===== config.mk =====
export PLATFORM = sky130hd
export DESIGN_NAME = uart_rx_core
export DESIGN_NICKNAME = d
export VERILOG_FILES = /design/src/rtl/uart_pkg.sv /design/src/rtl/uart_rx_sync.sv /design/src/rtl/uart_rx_core.sv
export SDC_FILE = /design/constraint.sdc
export NUM_CORES = 1
export LEC_CHECK = 0
export CAP_MARGIN = 0
export CORE_ASPECT_RATIO = 0.7
export CORE_MARGIN = 2
export CORE_UTILIZATION = 45
export DETAILED_ROUTE_END_ITERATION = 10
export DONT_BUFFER_PORTS = 1
export HOLD_SLACK_MARGIN = 0.08
export SLEW_MARGIN = 30
export SYNTH_ARGS = -nofsm -noshare
export SYNTH_HDL_FRONTEND = slang
export SYNTH_SLANG_ARGS = --single-unit

===== constraint.sdc =====
create_clock -name clk -period 3.7 [get_ports clk]
set_input_delay 0.74 -clock clk [delete_from_list [all_inputs] [get_ports clk]]
set_output_delay 0.74 -clock clk [all_outputs]
set_load 0.01 [all_outputs]

===== src/rtl/uart_pkg.sv =====
// Shared UART definitions: receiver state encoding and default frame geometry.
// Used by both the RX and TX halves of the UART.
package uart_pkg;

   localparam int UART_DATA_BITS = 8;
   localparam int UART_OVERSAMPLE = 16;

   typedef enum logic [2:0] {
      RX_IDLE      = 3'd0,
      RX_START     = 3'd1,
      RX_DATA      = 3'd2,
      RX_PARITY    = 3'd3,
      RX_STOP      = 3'd4,
      RX_WAIT_IDLE = 3'd5
   } rx_state_e;

endpackage


===== src/rtl/uart_rx_sync.sv =====
// Two-flop synchroniser for the asynchronous serial line.
// Both flops reset to 1 so the receiver sees an idle line coming out of reset.
module uart_rx_sync (
   input  logic clk,
   input  logic rst,
   input  logic d,
   output logic q
);

   logic meta;

   always_ff @(posedge clk or posedge rst) begin
      if (rst) begin
         meta <= 1'b1;
         q    <= 1'b1;
      end else begin
         meta <= d;
         q    <= meta;
      end
   end

endmodule


===== src/rtl/uart_rx_core.sv =====
// Oversampling UART receiver with a one-entry holding register and valid/ack handshake.
// Define UART_RX_PARITY_EN to receive even-parity frames and drive parity_err.
module uart_rx_core
   import uart_pkg::*;
#(
   parameter int DATA_BITS  = UART_DATA_BITS,
   parameter int OVERSAMPLE = UART_OVERSAMPLE
) (
   input  logic                 clk,
   input  logic                 rst,
   input  logic                 tick_16x,
   input  logic                 rx_in,
   input  logic                 data_ack,
   output logic [DATA_BITS-1:0] data_out,
   output logic                 data_valid,
   output logic                 frame_err,
   output logic                 overrun,
   output logic                 parity_err
);

   localparam int TW = $clog2(OVERSAMPLE);
   localparam int BW = $clog2(DATA_BITS + 1);
   localparam logic [TW-1:0] TICK_MID = TW'(OVERSAMPLE / 2 - 1);
   localparam logic [TW-1:0] TICK_END = TW'(OVERSAMPLE - 1);
   localparam logic [BW-1:0] BIT_LAST = BW'(DATA_BITS - 1);

   logic                 rx_s;
   rx_state_e            state_q, state_n;
   logic [TW-1:0]        tick_q, tick_n;
   logic [BW-1:0]        bit_q, bit_n;
   logic [DATA_BITS-1:0] shift_q, shift_n;
   logic                 load, ferr_n;

   uart_rx_sync u_sync (
      .clk (clk),
      .rst (rst),
      .d   (rx_in),
      .q   (rx_s)
   );

`ifdef UART_RX_PARITY_EN
   logic perr_n, perr_q;
   assign parity_err = perr_q;
`else
   assign parity_err = 1'b0;
`endif

   always_comb begin
      state_n = state_q;
      tick_n  = tick_q;
      bit_n   = bit_q;
      shift_n = shift_q;
      load    = 1'b0;
      ferr_n  = 1'b0;
`ifdef UART_RX_PARITY_EN
      perr_n  = 1'b0;
`endif
      if (tick_16x) begin
         case (state_q)
            RX_IDLE: begin
               if (!rx_s) begin
                  state_n = RX_START;
                  tick_n  = '0;
               end
            end
            RX_START: begin
               // A start bit that is high again by mid-bit is a glitch.
               if (tick_q == TICK_MID) begin
                  tick_n = '0;
                  bit_n  = '0;
                  state_n = rx_s ? RX_IDLE : RX_DATA;
               end else begin
                  tick_n = tick_q + 1'b1;
               end
            end
            RX_DATA: begin
               if (tick_q == TICK_END) begin
                  shift_n = {rx_s, shift_q[DATA_BITS-1:1]};
                  bit_n   = bit_q + 1'b1;
                  tick_n  = '0;
                  if (bit_q == BIT_LAST) begin
`ifdef UART_RX_PARITY_EN
                     state_n = RX_PARITY;
`else
                     state_n = RX_STOP;
`endif
                  end
               end else begin
                  tick_n = tick_q + 1'b1;
               end
            end
`ifdef UART_RX_PARITY_EN
            RX_PARITY: begin
               if (tick_q == TICK_END) begin
                  perr_n  = rx_s ^ (^shift_q);
                  tick_n  = '0;
                  state_n = RX_STOP;
               end else begin
                  tick_n = tick_q + 1'b1;
               end
            end
`endif
            RX_STOP: begin
               if (tick_q == TICK_END) begin
                  tick_n = '0;
                  if (rx_s) begin
                     load    = 1'b1;
                     state_n = RX_IDLE;
                  end else begin
                     ferr_n  = 1'b1;
                     state_n = RX_WAIT_IDLE;
                  end
               end else begin
                  tick_n = tick_q + 1'b1;
               end
            end
            RX_WAIT_IDLE: begin
               if (rx_s) state_n = RX_IDLE;
            end
            default: state_n = RX_IDLE;
         endcase
      end
   end

   always_ff @(posedge clk or posedge rst) begin
      if (rst) begin
         state_q    <= RX_IDLE;
         tick_q     <= '0;
         bit_q      <= '0;
         shift_q    <= '0;
         data_out   <= '0;
         data_valid <= 1'b0;
         frame_err  <= 1'b0;
         overrun    <= 1'b0;
      end else begin
         state_q   <= state_n;
         tick_q    <= tick_n;
         bit_q     <= bit_n;
         shift_q   <= shift_n;
         frame_err <= ferr_n;
         if (load) data_out <= shift_q;
         // A load beats a same-cycle ack; overrun only when unacked data is replaced.
         data_valid <= load | (data_valid & ~data_ack);
         overrun    <= load & data_valid & ~data_ack;
      end
   end

`ifdef UART_RX_PARITY_EN
   always_ff @(posedge clk or posedge rst) begin
      if (rst) perr_q <= 1'b0;
      else     perr_q <= perr_n;
   end
`endif

endmodule


==> run metrics, run 1 <==
synth cell count leaders dfrtp_1 (30), mux2_2 (20), nand2_1 (6), nor2_1 (6); post-synth top area cell dfrtp_1; worst hold start u_sync.meta; top achievable clock speed 0.4241 GHz; Max Cap Violations 0; xor and xnor area share after synthesis 0; cell leakage power roughly 0.77 nW; Row Count 17; Tightest Pin Transition 0.8995 ns; Final setup viols 0; Post-DRT Antenna Nets 0; share of synthesized area spent on multiplexers 0.1623; IO buf count 0; initial antenna violation count 0; clock tree root driver cell clkbuf_8; P per Cell Area slightly above 600 nW/um^2; minimum clock period between 2 and 2.5 ns; Top Ports 17; sequential area share after synthesis 0.5315; area of the multi-input gates approximately 640 sq um; synthesized area around 1500 sq um; Post-CTS Resized 0; Worst Path Arrival 2.52 ns; Die W around 73 microns; core area roughly 3200 sq um; outcome finished, final reports clean; CP max FO 15; pin count of the biggest net entering global routing 33; final count of hold timing violations 0; Syn Nets roughly 130; Synth Area in Simple Gates 0.1432; first-pass GRT wire length around 4300 microns; Final WS setup between 1 and 1.5 ns; top_reg_cell synth dfrtp_1; share of layout cells above drive strength 1 0.2913; Vias/cell ~5.7; Ys Warns 0; H-tree depth reported by CTS 2; Post-Synth Adder-Cell Area 0.02318; RSZ-0062 raised after global routing false; Clock Latency Late Sink ~0.27 ns; Routed WL around 2500 microns; final std cells w/o fill about 170; Post-synth EDFFs 0; Synth top area share 0.4967; total CTS buffers 5; Startpoint Class flop; largest family of logic cells by synthesized area multiplexers; Inst Count DP between 150 and 200; number of global-route vias before repair a little under 900; cts hold-fix bufs 0; # Post-CTS Setup Buffers 0; Final Cycle Share 0.6374; TritonCTS clock tree done; routed len/inst between 15 and 20 microns; routed via count between 900 and 1000; Fillers about 270; DP Worst Slack 1.347 ns; DRC errors left 0; Async SR Flop Fraction 1.000; GRT Residual Overflow 0; Slew headroom 0.3992; CP Capture Type flop; GRT Resource Usage Total 0.1531; height of the die ~52 microns; Worst Skew 0.006473 ns; worst r2r src state_q[2]; post-synth cell types 40; Max IR drop VDD about 0.34 mV; Slew Viols, Final 0; Synth Area in Compound Gates 0.09023; WS Path Type reg2reg; Mapped Cells between 100 and 150; ANT cells 0; Hold Crit Class reg2reg; worst endpoint required time 3.86 ns; 1st-iter DRT viols 24; Reg area about 800 sq um; CP startpoint state_q[2]; clk slew on worst S/H paths 0.06 ns; setup_tns 0 ns; Layout area overhead 7.285%; syn avg cell area between 10 and 15 sq um; layout net count ~130; synthesized flop and latch total 32; die area 3846 sq um; most frequent cell after synthesis dfrtp_1; drt pass-1 iters 4; TritonCTS sink count 32; hpwl dp 1777 microns; Final Wtd Congestion a little under 0.8; clock buffer depth 2; initial core utilization 0.4769; main area contributors after synthesis dfrtp_1 (50%), mux2_2 (15%), dfstp_2 (3.5%)
-- cells in the final DEF, fill, tap and decap left out, drive strengths merged --
| master | instances |
|---|---|
| nand2 | 6 |
| mux2i | 2 |
| o22ai | 1 |
| o211ai | 1 |
| ha | 2 |
| a21o | 2 |
| nand4b | 2 |
| nand3b | 2 |
| nor3b | 1 |
| maj3 | 1 |
| or2 | 1 |
| bufinv | 1 |
| nand4 | 3 |
| a21oi | 4 |
| mux2 | 20 |
| a2111oi | 1 |
| or3b | 2 |
| a32o | 1 |
| and4b | 1 |
| dfstp | 2 |
| nor4 | 1 |
| or2b | 1 |
| dfrtp | 30 |
| conb | 1 |
| nor2 | 7 |
| a31oi | 1 |
| o32ai | 1 |
| and3b | 2 |
| buf | 1 |
| clkbuf | 6 |
| a211oi | 1 |
| o21ai | 7 |
| nand3 | 2 |
| inv | 5 |
| clkinv | 1 |
| and3 | 3 |
| nor4b | 1 |
-- area by class of cell --
type,count,area share
Inverter,5,0.01157
Timing Repair Buffer,1,0.004630
Multi-Input combinational cell,81,0.3927
Sequential cell,32,0.4954
Clock inverter,2,0.02160
Clock buffer,6,0.04475
Tap cell,38,0.02932
-- registers in the layout, indices dropped and copies added, names as in the netlist --
name         flops
state_q          3
overrun          1
data_valid       1
data_out         8
shift_q          8
tick_q           4
frame_err        1
bit_q            4
u_sync.meta      1
u_sync.q         1
-- final timing paths --
kind / end / slack [ns] / cells after the start
max: shift_q[7] / 1.34 / 3
min: u_sync.q / 0.36 / 0
max reg2reg: shift_q[7] / 1.34 / 3
min reg2reg: u_sync.q / 0.36 / 0
max in group asynchronous: u_sync.q / 2.95 / 2
min in group asynchronous: data_out[5] / 0.43 / 2
-- power by group --
| part | internal, mW | switching, mW | total, mW |
|---|---|---|---|
| registers | 0.385 | 0.0744 | 0.460 |
| logic | 0.105 | 0.105 | 0.210 |
| clock network | 0.200 | 0.119 | 0.319 |
-- cells by family after synthesis --
group	Yosys count
simple gates	35
flops	32
mux	22
compound gates	20
buf+inv	12
fa+ha+maj	3
other cells	1
-- worst max-delay path, cell delays in order, from the launching register on --
cell and delay (ns):
dfrtp_1 0.54, or3b_1 0.50, a211oi_2 0.78, mux2_2 0.42
-- metal layers --
metal  share of wire  track usage  vias to the layer above  wire length, microns
met5               0            0                        -                     0
met1            0.50       0.2142                      461                  1245
li1                -            -                      454                     -
met3           0.063      0.06154                        4                   158
met2            0.43       0.2117                       23                  1084
met4           0.010      0.05556                        0                    26
-- stage by stage --
stage / hold slack [ns] / total power, mW / utilization / cell area [sq um]
2_1_floorplan: 0.3452 / 0.6475 / - / 1511
4_1_cts: 0.3629 / 1.002 / 0.5116 / 1622
3_3_place_gp: 0.3480 / 0.6650 / 0.4777 / 1514
3_5_place_dp: 0.3535 / 0.6769 / 0.4777 / 1514
6_report: 0.3615 / 0.9885 / 0.5116 / 1622
5_1_grt: 0.3650 / 1.053 / 0.5116 / 1622
Power figures use the tool's default switching activity.
==> run 2, diff against run 1 <==
==> constraint.sdc (replaced) <==
create_clock -name clk -period 2.2 [get_ports clk]
set_input_delay 0.44 -clock clk [delete_from_list [all_inputs] [get_ports clk]]
set_output_delay 0.44 -clock clk [all_outputs]
set_load 0.01 [all_outputs]
==> run metrics, run 2 (same netlist as run 1, synthesis figures left out) <==
CP delay by family, top simple AND/OR/NAND/NOR gates; clk slew on worst S/H paths 0.06 ns (about the same); CP Buf/Inv Count 1 (+1); cts hold-fix bufs 0 (unchanged); top flop regs data_out (8), shift_q (8); WS Path Type reg2reg; Max IR drop VDD 0.4296 mV (+26%); height of the die 52.49 microns (unchanged); drt pass-1 iters 4 (unchanged); Final WS setup 0.1847 ns (-1.157 ns); first-pass GRT wire length 4084 microns (-4.1%); Post-DRT Antenna Nets 0 (unchanged); GRT Residual Overflow 0 (unchanged); crit path cell chain or2_2 > nor4_2 > and3_1 > buf_4 > mux2_2; GRT Resource Usage Total 0.1476 (-0.005501); 1st-iter DRT viols 57 (+140%); Routed WL 2439 microns (-3.0%); initial antenna violation count 0 (unchanged); CP Capture Type flop; met1 Use GR 0.1932 (-0.02104); minimum clock period 2.015 ns (-0.3429 ns); Worst Skew 0.002371 ns (-0.004102 ns); met3 Track Usage GR 0.05769 (-0.003846); TritonCTS clock tree done; placed inst area 1559 sq um (+3.0%); Inst Count DP 163 (+3.8%); commonest non-fill, non-tap cell in the layout dfrtp_1; share of layout cells above drive strength 1 0.3333 (+0.04199); IO buf count 0 (unchanged); most frequent cells in the layout dfrtp_1 (30), mux2_2 (20), clkbuf_8 (7), buf_4 (7); clock buffer depth 2 (unchanged); CP max FO 14 (-1); Slew headroom 0.5829 (+0.1837); hpwl dp 1745 microns (-1.8%); Slew Viols, Final 0 (unchanged); Row Count 17 (unchanged); DP Worst Slack 0.1094 ns (-1.237 ns); total CTS buffers 5 (unchanged); routed len/inst 14.35 microns (-5.9%); Final setup viols 0 (unchanged); Startpoint Class flop; worst endpoint required time 2.37 ns (-1.49 ns); Worst path max stage delay 0.52 ns (-0.26 ns); Tightest Pin Transition 0.6169 ns (-0.2826 ns); slowest cell on the critical path dfrtp_1; DRC errors left 0 (unchanged); setup_tns 0 ns (unchanged); Clock Latency Late Sink 0.28 ns (about the same); H-tree depth reported by CTS 2 (unchanged); outcome finished, final reports clean; final count of hold timing violations 0 (unchanged); TritonCTS sink count 32 (unchanged); Die W 73.27 microns (unchanged); Worst Path Arrival 2.18 ns (-0.34 ns); Hold Crit Class in2async; Final Wtd Congestion 0.7983 (+2.7%); # Post-CTS Setup Buffers 0 (unchanged); busiest grt layer met2; core area 3169 sq um (unchanged); Vias/cell 5.588 (-2.1%); final std cells w/o fill 170 (+3.0%); number of global-route vias before repair 876 (-0.11%); initial core utilization 0.4769 (unchanged); top achievable clock speed 0.4962 GHz (+17%); fin area 1662 sq um (+2.5%); cell leakage power 0.7950 nW (+3.3%); P per Cell Area 994.9 nW/um^2 (+63%); Max Cap Violations 0 (unchanged); Fillers 273 (+2.2%); met2 global-route usage 0.1982 (-0.01351); clock tree root driver cell clkbuf_8; pin count of the biggest net entering global routing 33 (unchanged); Top Ports 17 (unchanged); Layout area overhead 9.934%; ANT cells 0 (unchanged); RSZ-0062 raised after global routing false; routed via count 950 (+0.85%); layout net count 139 (+4.5%); die area 3846 sq um (unchanged); Final Cycle Share 0.9160 (+0.2787)
[run 2: cell count changes in the layout (fill, tap and decap cells not counted)]
cell | previous run | this run
buf_4 | 1 | 7
bufinv_16 | 1 | 0
clkbuf_1 | 1 | 0
clkbuf_8 | 5 | 7
clkinv_2 | 1 | 0
nor4_1 | 1 | 0
nor4_2 | 0 | 1
[run 2: power by group]
part / switching [mW] / internal (mW)
clock: 0.199 / 0.278
combinational: 0.206 / 0.221
sequential: 0.101 / 0.649
[run 2: worst reg2reg max path, delay by kind of cell (launching register included)]
| family | cells | cell delay [ns] |
|---|---|---|
| muxes | 1 | 0.35 |
| buffers and inverters | 1 | 0.18 |
| DFF | 1 | 0.52 |
| and+or+nand+nor | 3 | 0.86 |
[run 2: final timing paths]
check / startpoint / end / slack [ns] / cells after the start
setup reg to reg: state_q[1] / data_out[3] / 0.18 / 5
hold reg to reg: u_sync.meta / u_sync.q / 0.36 / 0
setup / recovery: state_q[1] / data_out[3] / 0.18 / 5
min in group clk: rx_in / u_sync.meta / 0.15 / 0
max in group asynchronous: rst / u_sync.meta / 1.76 / 2
hold / removal: rst / shift_q[5] / 0.13 / 2
[run 2: through the flow]
step                      utilization  power [mW]  hold WS (ns)
after floorplan                     -       1.089        0.3452
after global placement         0.4919       1.176        0.3517
after detailed placement       0.4919       1.180        0.3479
after CTS                      0.5223       1.661        0.1377
after global routing           0.5243       1.764        0.1328
final                          0.5243       1.653        0.1277
[run 2: timing repair]
action,in CTS,in global routing
endpoints found under the hold margin,0,0
setup endpoints to repair,0,8
gates resized for setup,0,1
[run 2: cell type report]
type                    instances  area [sq um]  area share
clock buffers                   7         96.34     0.05798
inverters                       5         18.77     0.01130
multi-input cells              81         643.1      0.3870
flip-flops and latches         32         803.3      0.4834
well taps                      38         47.55     0.02861
repair buffers                  7         52.55     0.03163
[run 2: routing by layer]
| layer | vias to the layer above | wire [microns] |
|---|---|---|
| met5 | - | 0 |
| met4 | 0 | 60 |
| met3 | 7 | 110 |
| met2 | 19 | 1071 |
| met1 | 460 | 1197 |
| li1 | 464 | - |
